$ cat src/rtl/ctrl_pkg.sv
// Shared RV64I decode definitions: major opcodes, functional-unit encoding,
// immediate formats and the raw 32-bit immediate builder.
package ctrl_pkg;

  localparam logic [6:0] OPC_LUI      = 7'b0110111;
  localparam logic [6:0] OPC_AUIPC    = 7'b0010111;
  localparam logic [6:0] OPC_JAL      = 7'b1101111;
  localparam logic [6:0] OPC_JALR     = 7'b1100111;
  localparam logic [6:0] OPC_BRANCH   = 7'b1100011;
  localparam logic [6:0] OPC_LOAD     = 7'b0000011;
  localparam logic [6:0] OPC_STORE    = 7'b0100011;
  localparam logic [6:0] OPC_OP_IMM   = 7'b0010011;
  localparam logic [6:0] OPC_OP       = 7'b0110011;
  localparam logic [6:0] OPC_OP_IMM32 = 7'b0011011;
  localparam logic [6:0] OPC_OP32     = 7'b0111011;
  localparam logic [6:0] OPC_MISC_MEM = 7'b0001111;
  localparam logic [6:0] OPC_SYSTEM   = 7'b1110011;

  localparam logic [2:0] FU_ALU     = 3'd0;
  localparam logic [2:0] FU_BRU     = 3'd1;
  localparam logic [2:0] FU_LDU     = 3'd2;
  localparam logic [2:0] FU_STU     = 3'd3;
  localparam logic [2:0] FU_FENCE   = 3'd4;
  localparam logic [2:0] FU_SYS     = 3'd5;
  localparam logic [2:0] FU_ILLEGAL = 3'd7;

  typedef enum logic [2:0] {
    IMM_NONE,
    IMM_I,
    IMM_S,
    IMM_B,
    IMM_U,
    IMM_J
  } immFmt_t;

  // Produces the immediate as a signed 32-bit value; callers sign-extend to XLEN.
  function automatic logic [31:0] buildImm(input immFmt_t fmt, input logic [31:0] inst);
    logic [31:0] imm;
    imm = 32'd0;
    case (fmt)
      IMM_I:   imm = {{20{inst[31]}}, inst[31:20]};
      IMM_S:   imm = {{20{inst[31]}}, inst[31:25], inst[11:7]};
      IMM_B:   imm = {{19{inst[31]}}, inst[31], inst[7], inst[30:25], inst[11:8], 1'b0};
      IMM_U:   imm = {inst[31:12], 12'd0};
      IMM_J:   imm = {{11{inst[31]}}, inst[31], inst[19:12], inst[20], inst[30:21], 1'b0};
      default: imm = 32'd0;
    endcase
    return imm;
  endfunction

endpackage

$ cat src/rtl/ctrl_decoder.sv
// Purely combinational RV64I decoder: register indices, operand usage,
// immediate, functional-unit type and illegal detection.
module ctrl_decoder
  import ctrl_pkg::*;
#(
  parameter int XLEN = 64
) (
  input  logic [31:0]     inst_i,
  output logic [4:0]      rs1_o,
  output logic [4:0]      rs2_o,
  output logic [4:0]      rd_o,
  output logic            rs1Used_o,
  output logic            rs2Used_o,
  output logic            rdWen_o,
  output logic [XLEN-1:0] imm_o,
  output logic [2:0]      fuType_o,
  output logic            illegal_o
);

  logic [6:0]  opcode;
  logic        known;
  logic        usesRs1;
  logic        usesRs2;
  logic        writesRd;
  logic        illegal;
  logic [2:0]  fuType;
  immFmt_t     immFmt;
  logic [31:0] imm32;
  logic        unusedFunct3;

  assign opcode       = inst_i[6:0];
  assign unusedFunct3 = ^inst_i[14:12];

  always_comb begin
    known    = 1'b1;
    usesRs1  = 1'b1;
    usesRs2  = 1'b0;
    writesRd = 1'b1;
    fuType   = FU_ALU;
    immFmt   = IMM_NONE;
    case (opcode)
      OPC_LUI, OPC_AUIPC: begin
        usesRs1 = 1'b0;
        immFmt  = IMM_U;
      end
      OPC_JAL: begin
        usesRs1 = 1'b0;
        fuType  = FU_BRU;
        immFmt  = IMM_J;
      end
      OPC_JALR: begin
        fuType = FU_BRU;
        immFmt = IMM_I;
      end
      OPC_BRANCH: begin
        usesRs2  = 1'b1;
        writesRd = 1'b0;
        fuType   = FU_BRU;
        immFmt   = IMM_B;
      end
      OPC_LOAD: begin
        fuType = FU_LDU;
        immFmt = IMM_I;
      end
      OPC_STORE: begin
        usesRs2  = 1'b1;
        writesRd = 1'b0;
        fuType   = FU_STU;
        immFmt   = IMM_S;
      end
      OPC_OP_IMM, OPC_OP_IMM32: immFmt = IMM_I;
      OPC_OP, OPC_OP32:         usesRs2 = 1'b1;
      OPC_MISC_MEM: begin
        writesRd = 1'b0;
        fuType   = FU_FENCE;
      end
      OPC_SYSTEM: begin
        fuType = FU_SYS;
        immFmt = IMM_I;
      end
      default: known = 1'b0;
    endcase
  end

  // Compressed-encoding low bits never reach a recognised opcode, but are
  // flagged explicitly so the intent survives future opcode additions.
  assign illegal = !known || (inst_i[1:0] != 2'b11);
  assign imm32   = illegal ? 32'd0 : buildImm(immFmt, inst_i);

  assign rs1_o     = inst_i[19:15];
  assign rs2_o     = inst_i[24:20];
  assign rd_o      = inst_i[11:7];
  assign rs1Used_o = usesRs1 && !illegal;
  assign rs2Used_o = usesRs2 && !illegal;
  assign rdWen_o   = writesRd && !illegal && (inst_i[11:7] != 5'd0);
  assign imm_o     = {{(XLEN-32){imm32[31]}}, imm32};
  assign fuType_o  = illegal ? FU_ILLEGAL : fuType;
  assign illegal_o = illegal;

endmodule

$ cat src/rtl/ctrl_block.sv
// Single-stage decode: registers one decoded micro-op per cycle from the
// instruction buffer; fields hold while no valid instruction arrives.
module ctrl_block
  import ctrl_pkg::*;
#(
  parameter int PC_WIDTH = 48,
  parameter int XLEN     = 64
) (
  input  logic                clock,
  input  logic                reset_n,
  input  logic [31:0]         ibuffer_instr_valid,
  input  logic [31:0]         ibuffer_inst_out,
  input  logic [PC_WIDTH-1:0] ibuffer_pc_out,
  output logic                ibuffer_inst_ready,
  output logic                dec_valid,
  output logic [PC_WIDTH-1:0] dec_pc,
  output logic [31:0]         dec_instr,
  output logic [4:0]          dec_rs1,
  output logic [4:0]          dec_rs2,
  output logic [4:0]          dec_rd,
  output logic                dec_rs1_used,
  output logic                dec_rs2_used,
  output logic                dec_rd_wen,
  output logic [XLEN-1:0]     dec_imm,
  output logic [2:0]          dec_fu_type,
  output logic                dec_illegal,
  output logic [31:0]         dec_count
);

  logic                inValid;
  logic                unusedValidBits;
  logic [4:0]          rs1, rs2, rd;
  logic                rs1Used, rs2Used, rdWen, illegal;
  logic [XLEN-1:0]     imm;
  logic [2:0]          fuType;

  logic                valid_q,   valid_d;
  logic [PC_WIDTH-1:0] pc_q,      pc_d;
  logic [31:0]         instr_q,   instr_d;
  logic [4:0]          rs1_q,     rs1_d;
  logic [4:0]          rs2_q,     rs2_d;
  logic [4:0]          rd_q,      rd_d;
  logic                rs1Used_q, rs1Used_d;
  logic                rs2Used_q, rs2Used_d;
  logic                rdWen_q,   rdWen_d;
  logic [XLEN-1:0]     imm_q,     imm_d;
  logic [2:0]          fuType_q,  fuType_d;
  logic                illegal_q, illegal_d;
  logic [31:0]         count_q,   count_d;

  assign inValid            = ibuffer_instr_valid[0];
  assign unusedValidBits    = ^ibuffer_instr_valid[31:1];
  assign ibuffer_inst_ready = 1'b1;

  ctrl_decoder #(.XLEN(XLEN)) uDecoder (
    .inst_i    (ibuffer_inst_out),
    .rs1_o     (rs1),
    .rs2_o     (rs2),
    .rd_o      (rd),
    .rs1Used_o (rs1Used),
    .rs2Used_o (rs2Used),
    .rdWen_o   (rdWen),
    .imm_o     (imm),
    .fuType_o  (fuType),
    .illegal_o (illegal)
  );

  always_comb begin
    valid_d   = inValid;
    pc_d      = pc_q;
    instr_d   = instr_q;
    rs1_d     = rs1_q;
    rs2_d     = rs2_q;
    rd_d      = rd_q;
    rs1Used_d = rs1Used_q;
    rs2Used_d = rs2Used_q;
    rdWen_d   = rdWen_q;
    imm_d     = imm_q;
    fuType_d  = fuType_q;
    illegal_d = illegal_q;
    count_d   = count_q;
    if (inValid) begin
      pc_d      = ibuffer_pc_out;
      instr_d   = ibuffer_inst_out;
      rs1_d     = rs1;
      rs2_d     = rs2;
      rd_d      = rd;
      rs1Used_d = rs1Used;
      rs2Used_d = rs2Used;
      rdWen_d   = rdWen;
      imm_d     = imm;
      fuType_d  = fuType;
      illegal_d = illegal;
      count_d   = count_q + 32'd1;
    end
  end

  // Reset wins over a valid input sampled on the same edge.
  always_ff @(posedge clock) begin
    if (!reset_n) begin
      valid_q   <= 1'b0;
      pc_q      <= '0;
      instr_q   <= '0;
      rs1_q     <= '0;
      rs2_q     <= '0;
      rd_q      <= '0;
      rs1Used_q <= 1'b0;
      rs2Used_q <= 1'b0;
      rdWen_q   <= 1'b0;
      imm_q     <= '0;
      fuType_q  <= '0;
      illegal_q <= 1'b0;
      count_q   <= '0;
    end else begin
      valid_q   <= valid_d;
      pc_q      <= pc_d;
      instr_q   <= instr_d;
      rs1_q     <= rs1_d;
      rs2_q     <= rs2_d;
      rd_q      <= rd_d;
      rs1Used_q <= rs1Used_d;
      rs2Used_q <= rs2Used_d;
      rdWen_q   <= rdWen_d;
      imm_q     <= imm_d;
      fuType_q  <= fuType_d;
      illegal_q <= illegal_d;
      count_q   <= count_d;
    end
  end

  assign dec_valid    = valid_q;
  assign dec_pc       = pc_q;
  assign dec_instr    = instr_q;
  assign dec_rs1      = rs1_q;
  assign dec_rs2      = rs2_q;
  assign dec_rd       = rd_q;
  assign dec_rs1_used = rs1Used_q;
  assign dec_rs2_used = rs2Used_q;
  assign dec_rd_wen   = rdWen_q;
  assign dec_imm      = imm_q;
  assign dec_fu_type  = fuType_q;
  assign dec_illegal  = illegal_q;
  assign dec_count    = count_q;

endmodule

$ cat config.mk
export PLATFORM = sky130hd
export DESIGN_NAME = ctrl_block
export DESIGN_NICKNAME = d
export VERILOG_FILES = /design/src/rtl/ctrl_pkg.sv /design/src/rtl/ctrl_decoder.sv /design/src/rtl/ctrl_block.sv
export SDC_FILE = /design/constraint.sdc
export NUM_CORES = 1
export LEC_CHECK = 0
export CAP_MARGIN = 5
export CORE_ASPECT_RATIO = 0.8
export CORE_MARGIN = 4
export CORE_UTILIZATION = 50
export CTS_CLUSTER_SIZE = 40
export DETAILED_ROUTE_END_ITERATION = 10
export DONT_BUFFER_PORTS = 1
export PLACE_DENSITY = 0.68
export SYNTH_ARGS = -nofsm -noshare
export SYNTH_HDL_FRONTEND = slang
export SYNTH_SLANG_ARGS = --single-unit
$ cat constraint.sdc
create_clock -name clock -period 2.3 [get_ports clock]
set_input_delay 0.23 -clock clock [delete_from_list [all_inputs] [get_ports clock]]
set_output_delay 0.23 -clock clock [all_outputs]
set_load 0.02 [all_outputs]
==> flow_results.xml, run 1 <==
<?xml version="1.0" encoding="UTF-8"?>
<metrics>
  <group name="outcome">
    <metric name="status" unit="">finished, final reports clean</metric>
  </group>
  <group name="clock_network">
    <metric name="cts_max_path_buffers" unit="">2</metric>
    <metric name="ctsHoldBuffers" unit="">80</metric>
    <metric name="number_of_gates_resized_after_cts" unit="">0</metric>
    <metric name="cts.root.buffer_cell" unit="">clkbuf_16</metric>
    <metric name="cts_tree" unit="">done</metric>
    <metric name="numCtsBuffers" unit="">17</metric>
    <metric name="clock_transition_at_path_regs" unit="ns">0.06</metric>
    <metric name="clock-sinks" unit="">152</metric>
    <metric name="clock_tree.htree_level_count" unit="">4</metric>
    <metric name="worstSkewPairLatency" unit="ns">0.42</metric>
    <metric name="post-cts-setup-buffers" unit="">0</metric>
  </group>
  <group name="setup_path">
    <metric name="setup.worst_path.class" unit="">flop to flop</metric>
    <metric name="reg2reg_slack" unit="ns">0.42</metric>
    <metric name="timing.critical_path.slowest_cell_delay" unit="ns">0.50</metric>
    <metric name="top_fanout_value_on_the_critical_path" unit="">5</metric>
    <metric name="timing.rr.start" unit="">dec_count[20]</metric>
    <metric name="arrival" unit="ns">2.18</metric>
    <metric name="critPathBufInv" unit="">0</metric>
    <metric name="critPathRequiredTime" unit="ns">2.61</metric>
    <metric name="family_of_cells_with_the_greatest_summed_delay_on_the_critical_path" unit="">simple AND/OR/NAND/NOR gates</metric>
    <metric name="worst_setup_path_end_kind" unit="">flop</metric>
    <metric name="critical_path_startpoint_category" unit="">flop</metric>
    <metric name="cells_on_worst_reg2reg_path" unit="">5</metric>
    <metric name="slowest_stage" unit="">or3_1</metric>
    <metric name="critPathMostFrequentCell" unit="">nand4_1</metric>
    <metric name="crit_chain" unit="">nand4_1, or3_1, nor3_4, nand4_1, mux2i_1</metric>
    <metric name="destination_of_the_worst_register_to_register_timing_path" unit="">dec_count[31]</metric>
  </group>
  <group name="sta">
    <metric name="fin_skew" unit="ns">0.007030</metric>
    <metric name="fmax" unit="GHz">0.5328</metric>
    <metric name="setup_viol" unit="">0</metric>
    <metric name="worstMarginPinSlew" unit="ns">0.7801</metric>
    <metric name="finalCriticalPeriod" unit="ns">1.877</metric>
    <metric name="relSlewSlack" unit="%">47.82</metric>
    <metric name="hold_viol" unit="">0</metric>
    <metric name="setup_tns_after_final_layout" unit="ns">0</metric>
    <metric name="slew_violations" unit="">0</metric>
    <metric name="setup_repair_after_global_routing_missed_its_margin" unit="">no</metric>
    <metric name="finalCritPeriodShare" unit="%">81.61</metric>
  </group>
  <group name="placement">
    <metric name="routabilityCongestion" unit="">0.8038</metric>
    <metric name="hpwl" unit="um">11770</metric>
    <metric name="detailed_place.area" unit="mm^2">0.006555</metric>
    <metric name="dp.cells" unit="">799</metric>
    <metric name="placement.io_buffers" unit="">0</metric>
  </group>
  <group name="routing">
    <metric name="dr.pass1.iters" unit="">5</metric>
    <metric name="drc_errors" unit="">0</metric>
    <metric name="post_detailed_route_via_to_cell_ratio" unit="">5.482</metric>
    <metric name="vias" unit="">4994</metric>
    <metric name="detail_route.iter0.violations" unit="">249</metric>
    <metric name="ant_nets_after_route" unit="">0</metric>
    <metric name="postRouteWirelength" unit="um">18610</metric>
    <metric name="routedWlPerCell" unit="um">20.43</metric>
  </group>
  <group name="power_and_ir_drop">
    <metric name="power.ir.vdd_worst" unit="mV">0.5960</metric>
    <metric name="power.leakage" unit="nW">3.237</metric>
    <metric name="power.density_cell_area" unit="mW/mm^2">775.9</metric>
  </group>
  <group name="synthesis">
    <metric name="synth.ff_latch_count" unit="">152</metric>
    <metric name="synth_top_family_by_area" unit="">simple AND/OR/NAND/NOR gates</metric>
    <metric name="synth_enable_flop_cells" unit="">0</metric>
    <metric name="synth-xor-area-share" unit="%">3.516</metric>
    <metric name="post_synth_fa_ha_maj_area_fraction" unit="%">0.1860</metric>
    <metric name="yosysTopAreaCellShare" unit="%">45.24</metric>
    <metric name="synth.lib_cells_used.distinct" unit="">57</metric>
    <metric name="synth_compound_area_share" unit="%">8.668</metric>
    <metric name="synth_area" unit="mm^2">0.006726</metric>
    <metric name="ys.flop_type" unit="">dfxtp_1</metric>
    <metric name="ys_warn_count" unit="">0</metric>
    <metric name="syn_avg_cell_area" unit="um^2">9.692</metric>
    <metric name="synth.area.mux_share" unit="%">12.65</metric>
    <metric name="synthArstFlopShare" unit="%">0</metric>
    <metric name="synth_top_area_cell" unit="">dfxtp_1</metric>
    <metric name="simple_gate_area_share_of_the_yosys_netlist" unit="%">21.04</metric>
    <metric name="syn-instance-count" unit="">694</metric>
    <metric name="synth-seq-area-share" unit="%">45.24</metric>
    <metric name="synth.top_cells.by_area" unit="">dfxtp_1 45%, mux2i_1 13%, nor2b_1 7.9%</metric>
    <metric name="synth_fp_nets" unit="">809</metric>
  </group>
  <group name="global_routing">
    <metric name="grt_pass1_vias" unit="">5204</metric>
    <metric name="number_of_antenna_violations_at_the_first_check_in_global_routing" unit="">0</metric>
    <metric name="groute.usage.overall" unit="%">24.12</metric>
    <metric name="global_route.overflow_total" unit="">0</metric>
    <metric name="maximum_number_of_pins_on_one_net_before_global_route_repair" unit="">122</metric>
    <metric name="global_route_wire_length_before_repair" unit="um">28720</metric>
  </group>
  <group name="worst_hold_path">
    <metric name="holdPathStages" unit="">2</metric>
    <metric name="hold-path-endpoint" unit="">dec_pc[39]</metric>
    <metric name="worstHoldStart" unit="">ibuffer_pc_out[39]</metric>
    <metric name="worstHoldPathType" unit="">primary input to flop</metric>
  </group>
  <group name="floorplanning">
    <metric name="die_height" unit="um">111.7</metric>
    <metric name="design.die.area" unit="mm^2">0.01538</metric>
    <metric name="floorplan.initialDensity" unit="%">51.71</metric>
    <metric name="number_of_cell_rows" unit="">37</metric>
    <metric name="core_footprint" unit="mm^2">0.01301</metric>
    <metric name="die_width" unit="um">137.7</metric>
    <metric name="io_pins" unit="">314</metric>
  </group>
  <group name="flow_run">
    <metric name="drv.max_cap_violation_count" unit="">0</metric>
  </group>
  <group name="layout">
    <metric name="final_cell_mix" unit="">151 x dfxtp_1, 85 x mux2i_1, 84 x nor2b_1, 79 x dlygate4sd3_1, 45 x nand2_1</metric>
    <metric name="drive_above_1_share" unit="%">9.918</metric>
    <metric name="fillCellCount" unit="">1042</metric>
    <metric name="num_antenna_cells" unit="">0</metric>
    <metric name="final_common_cell" unit="">dfxtp_1</metric>
    <metric name="multi_input_area" unit="mm^2">0.003104</metric>
    <metric name="ff_latch_area" unit="mm^2">0.003047</metric>
    <metric name="layout.cell_area.non_filler" unit="mm^2">0.007978</metric>
    <metric name="non_filler_cells_final" unit="">911</metric>
    <metric name="nNetsFinal" unit="">838</metric>
    <metric name="area_growth" unit="%">18.60</metric>
  </group>
</metrics>
==> power breakdown <==
part / switching [mW] / internal, mW
Clock: 1.03 / 1.77
Combinational: 0.201 / 0.243
Sequential: 0.216 / 2.73
==> through the flow <==
stage	utilization, %	hold WS [ns]	setup slack (ns)	power [mW]
2_1_floorplan	-	0.3557	0.5410	3.301
3_3_place_gp	50.39	0.3574	0.4589	3.260
3_5_place_dp	50.39	0.3611	0.4043	3.274
4_1_cts	61.33	0.0001709	0.4203	6.229
5_1_grt	61.33	0.006601	0.2882	6.410
6_report	61.33	0.01181	0.4230	6.190
==> logic make-up (layout without fill, tap and decap cells) <==
family	Yosys count	count (layout)
other	1	1
DFF	152	152
muxes	85	85
adders and majority gates	1	1
buffers and inverters	94	136
and+or+nand+nor	244	244
AOI/OAI and AO/OA	90	90
xor gates and xnor gates	27	27
==> how the worst max path moves through the flow <==
stage,start,to,cells after the start
2_1_floorplan,dec_count[7],dec_count[31],6
3_3_place_gp,dec_count[20],dec_count[31],5
3_5_place_dp,dec_count[10],dec_count[24],5
4_1_cts,dec_count[10],dec_count[26],5
5_1_grt,dec_count[20],dec_count[31],5
6_report,dec_count[20],dec_count[31],5
==> synthesized netlist by cell type (2+ instances only) <==
cell / n
dfxtp_1: 152
mux2i_1: 85
nor2b_1: 85
buf_4: 49
nand2_1: 45
a21oi_1: 29
and2_1: 28
clkbuf_1: 25
nand3_1: 17
o21ai_0: 16
xnor2_1: 15
nand4_1: 13
nor2_1: 13
a22o_1: 12
o21ai_2: 12
xor2_1: 12
buf_2: 11
o21ai_1: 8
nand2b_1: 6
and4_1: 4
inv_1: 4
nor3_1: 4
nor4_1: 4
and3_1: 3
buf_6: 3
or3_1: 3
nand4b_1: 2
o31ai_1: 2
or2_1: 2
or2_2: 2
or4_1: 2
==> registers in the layout, summed over array words and instances, names as in the netlist <==
register      flops
dec_instr        32
dec_rd_wen        1
dec_rs1_used      1
dec_valid         1
dec_rs2_used      1
dec_fu_type       3
dec_imm          32
dec_pc           48
dec_illegal       1
dec_count        32
==> cell type report <==
type / instances / area share, %
multi-input cells: 448 / 38.91
inverters: 4 / 0.1882
clock inverters: 7 / 1.098
clock buffers: 25 / 6.477
well taps: 175 / 2.745
flip-flops and latches: 152 / 38.19
repair buffers: 100 / 12.39
==> layer usage <==
metal / track usage [%] / wire length, um
met1: 27.83 / 7207
met2: 39.66 / 8887
met3: 11.16 / 2196
met4: 7.580 / 318
met5: 0 / 0
==> worst register-to-register path, stage by stage, from the launching register on <==
cell and delay, ns:
dfxtp_1 0.48, nand4_1 0.20, or3_1 0.50, nor3_4 0.29, nand4_1 0.15, mux2i_1 0.15
Power figures use the tool's default switching activity.
==> run 2: changes to the inputs <==
Clock period 2.3 ns to 1.8 ns, I/O delays scaled along.
==> flow_results.xml, run 2 (synthesis gave the netlist of run 1 again) <==
<?xml version="1.0" encoding="UTF-8"?>
<metrics>
  <group name="clock_network">
    <metric name="numCtsBuffers" unit="">17</metric>
    <metric name="worstSkewPairLatency" unit="ns">0.42</metric>
    <metric name="clock-sinks" unit="">152</metric>
    <metric name="clock_tree.htree_level_count" unit="">4</metric>
    <metric name="cts.root.buffer_cell" unit="">clkbuf_16</metric>
    <metric name="clock_transition_at_path_regs" unit="ns">0.06</metric>
    <metric name="cts_max_path_buffers" unit="">2</metric>
    <metric name="cts_tree" unit="">done</metric>
  </group>
  <group name="routing">
    <metric name="detail_route.iter0.violations" unit="">284</metric>
    <metric name="drc_errors" unit="">0</metric>
    <metric name="postRouteWirelength" unit="um">19890</metric>
    <metric name="vias" unit="">5392</metric>
    <metric name="post_detailed_route_via_to_cell_ratio" unit="">5.469</metric>
    <metric name="dr.pass1.iters" unit="">5</metric>
    <metric name="routedWlPerCell" unit="um">20.17</metric>
    <metric name="ant_nets_after_route" unit="">0</metric>
  </group>
  <group name="setup_path">
    <metric name="slowest_stage" unit="">dfxtp_1</metric>
    <metric name="setup.worst_path.class" unit="">flop to flop</metric>
    <metric name="top_fanout_value_on_the_critical_path" unit="">9</metric>
    <metric name="arrival" unit="ns">1.97</metric>
    <metric name="timing.critical_path.slowest_cell_delay" unit="ns">0.40</metric>
    <metric name="critPathBufInv" unit="">0</metric>
    <metric name="critical_path_startpoint_category" unit="">flop</metric>
    <metric name="crit_chain" unit="">and4_1, nand3_2, nor4_1, xor2_1, and2_1</metric>
    <metric name="worst_setup_path_end_kind" unit="">flop</metric>
    <metric name="critPathRequiredTime" unit="ns">2.11</metric>
    <metric name="family_of_cells_with_the_greatest_summed_delay_on_the_critical_path" unit="">simple AND/OR/NAND/NOR gates</metric>
  </group>
  <group name="power_and_ir_drop">
    <metric name="power.density_cell_area" unit="mW/mm^2">973.8</metric>
    <metric name="report.power.total" unit="mW">8.556</metric>
    <metric name="power.ir.vdd_worst" unit="mV">0.8318</metric>
    <metric name="power.leakage" unit="nW">3.557</metric>
  </group>
  <group name="placement">
    <metric name="dpl_worst_slack" unit="ns">0.06795</metric>
    <metric name="routabilityCongestion" unit="">0.8135</metric>
    <metric name="hpwl" unit="um">11690</metric>
    <metric name="placement.io_buffers" unit="">0</metric>
    <metric name="dp.cells" unit="">817</metric>
  </group>
  <group name="worst_hold_path">
    <metric name="worstHoldPathType" unit="">primary input to flop</metric>
  </group>
  <group name="layout">
    <metric name="multi_input_area" unit="mm^2">0.003126</metric>
    <metric name="largest_reg_flops" unit="">48</metric>
    <metric name="drive_above_1_share" unit="%">11.84</metric>
    <metric name="fillCellCount" unit="">948</metric>
    <metric name="final_cell_mix" unit="">151 x dfxtp_1, 135 x dlygate4sd3_1, 85 x mux2i_1, 84 x nor2b_1, 45 x nand2_1</metric>
    <metric name="num_antenna_cells" unit="">0</metric>
    <metric name="final_common_cell" unit="">dfxtp_1</metric>
    <metric name="non_filler_cells_final" unit="">986</metric>
    <metric name="ff_latch_area" unit="mm^2">0.003047</metric>
    <metric name="nNetsFinal" unit="">913</metric>
    <metric name="area_growth" unit="%">30.62</metric>
  </group>
  <group name="sta">
    <metric name="setup_repair_after_global_routing_missed_its_margin" unit="">no</metric>
    <metric name="setup_viol" unit="">0</metric>
    <metric name="setup_tns_after_final_layout" unit="ns">0</metric>
    <metric name="slew_violations" unit="">0</metric>
    <metric name="hold_viol" unit="">0</metric>
    <metric name="worstMarginPinSlew" unit="ns">0.6689</metric>
    <metric name="relSlewSlack" unit="%">55.31</metric>
    <metric name="setup_slack" unit="ns">0.1375</metric>
    <metric name="fmax" unit="GHz">0.6015</metric>
    <metric name="finalCriticalPeriod" unit="ns">1.662</metric>
    <metric name="finalCritPeriodShare" unit="%">92.36</metric>
    <metric name="fin_skew" unit="ns">0.006024</metric>
  </group>
  <group name="outcome">
    <metric name="status" unit="">finished, final reports clean</metric>
  </group>
  <group name="global_routing">
    <metric name="grt_pass1_vias" unit="">5695</metric>
    <metric name="grt_use_met1" unit="%">28.82</metric>
    <metric name="number_of_antenna_violations_at_the_first_check_in_global_routing" unit="">0</metric>
    <metric name="global_route.overflow_total" unit="">0</metric>
    <metric name="gr-usage-met3" unit="%">12.20</metric>
    <metric name="maximum_number_of_pins_on_one_net_before_global_route_repair" unit="">122</metric>
    <metric name="global_route_wire_length_before_repair" unit="um">30730</metric>
    <metric name="grt-busiest-layer" unit="">met2</metric>
    <metric name="gr-usage-met2" unit="%">41.71</metric>
    <metric name="groute.usage.overall" unit="%">25.69</metric>
  </group>
  <group name="floorplanning">
    <metric name="io_pins" unit="">314</metric>
    <metric name="die_height" unit="um">111.7</metric>
    <metric name="die_width" unit="um">137.7</metric>
    <metric name="core_footprint" unit="mm^2">0.01301</metric>
    <metric name="floorplan.initialDensity" unit="%">51.71</metric>
    <metric name="design.die.area" unit="mm^2">0.01538</metric>
    <metric name="number_of_cell_rows" unit="">37</metric>
  </group>
  <group name="flow_run">
    <metric name="drv.max_cap_violation_count" unit="">0</metric>
  </group>
</metrics>
run 2: changes by cell type in the layout (fill, tap and decap cells not counted), moves of 2 or more:
cell | before | now
buf_4 | 19 | 37
clkinv_4 | 0 | 2
bufinv_16 | 2 | 6
clkbuf_8 | 4 | 1
clkinv_2 | 4 | 2
dlygate4sd3_1 | 79 | 135
run 2: through the flow:
step           hold WS (ns)  cell area (um^2)  utilization, %
3_5_place_dp         0.3117              6690           51.43
2_1_floorplan        0.3057              6726               -
5_1_grt             0.04029              8786           67.54
6_report            0.03390              8786           67.54
3_3_place_gp         0.3078              6690           51.43
4_1_cts             0.01079              8765           67.38
run 2: layout make-up:
| cell class | instances | share of cell area, % |
|---|---|---|
| clock buffer | 20 | 5.084 |
| tap | 175 | 2.492 |
| inverter | 4 | 0.1709 |
| clock inverter | 12 | 2.521 |
| sequential | 152 | 34.68 |
| multi-input combinational | 448 | 35.57 |
| timing repair buffer | 175 | 19.48 |
run 2: final timing paths:
path                             start       endpoint  slack (ns)  depth (start not counted)
hold reg to reg          dec_count[27]  dec_count[27]        0.55                          2
setup reg to reg          dec_count[3]  dec_count[24]        0.14                          5
hold / removal    ibuffer_inst_out[24]     dec_imm[4]        0.03                          3
setup / recovery          dec_count[3]  dec_count[24]        0.14                          5
run 2: worst min-delay path: cells and delay by family:
family          cells  cell delay, ns
compound gates      3            0.24
run 2: repair_timing:
| action | in CTS | in global routing |
|---|---|---|
| gates resized for setup | 0 | 4 |
| hold endpoints to repair | 149 | 0 |
| setup endpoints to repair | 0 | 37 |
| hold buffers | 137 | 0 |
| setup buffers | 0 | 0 |
run 2: where the power goes:
group	internal, mW	switching (mW)	total (mW)
Sequential	3.49	0.283	3.77
Clock	2.64	1.40	4.04
Combinational	0.441	0.302	0.743
Total	6.57	1.99	8.56
run 2: routing by layer:
layer,share of wire (%),routed length [um]
met1,38,7590
met2,48,9489
met3,11,2206
met4,3.0,606
met5,0,0
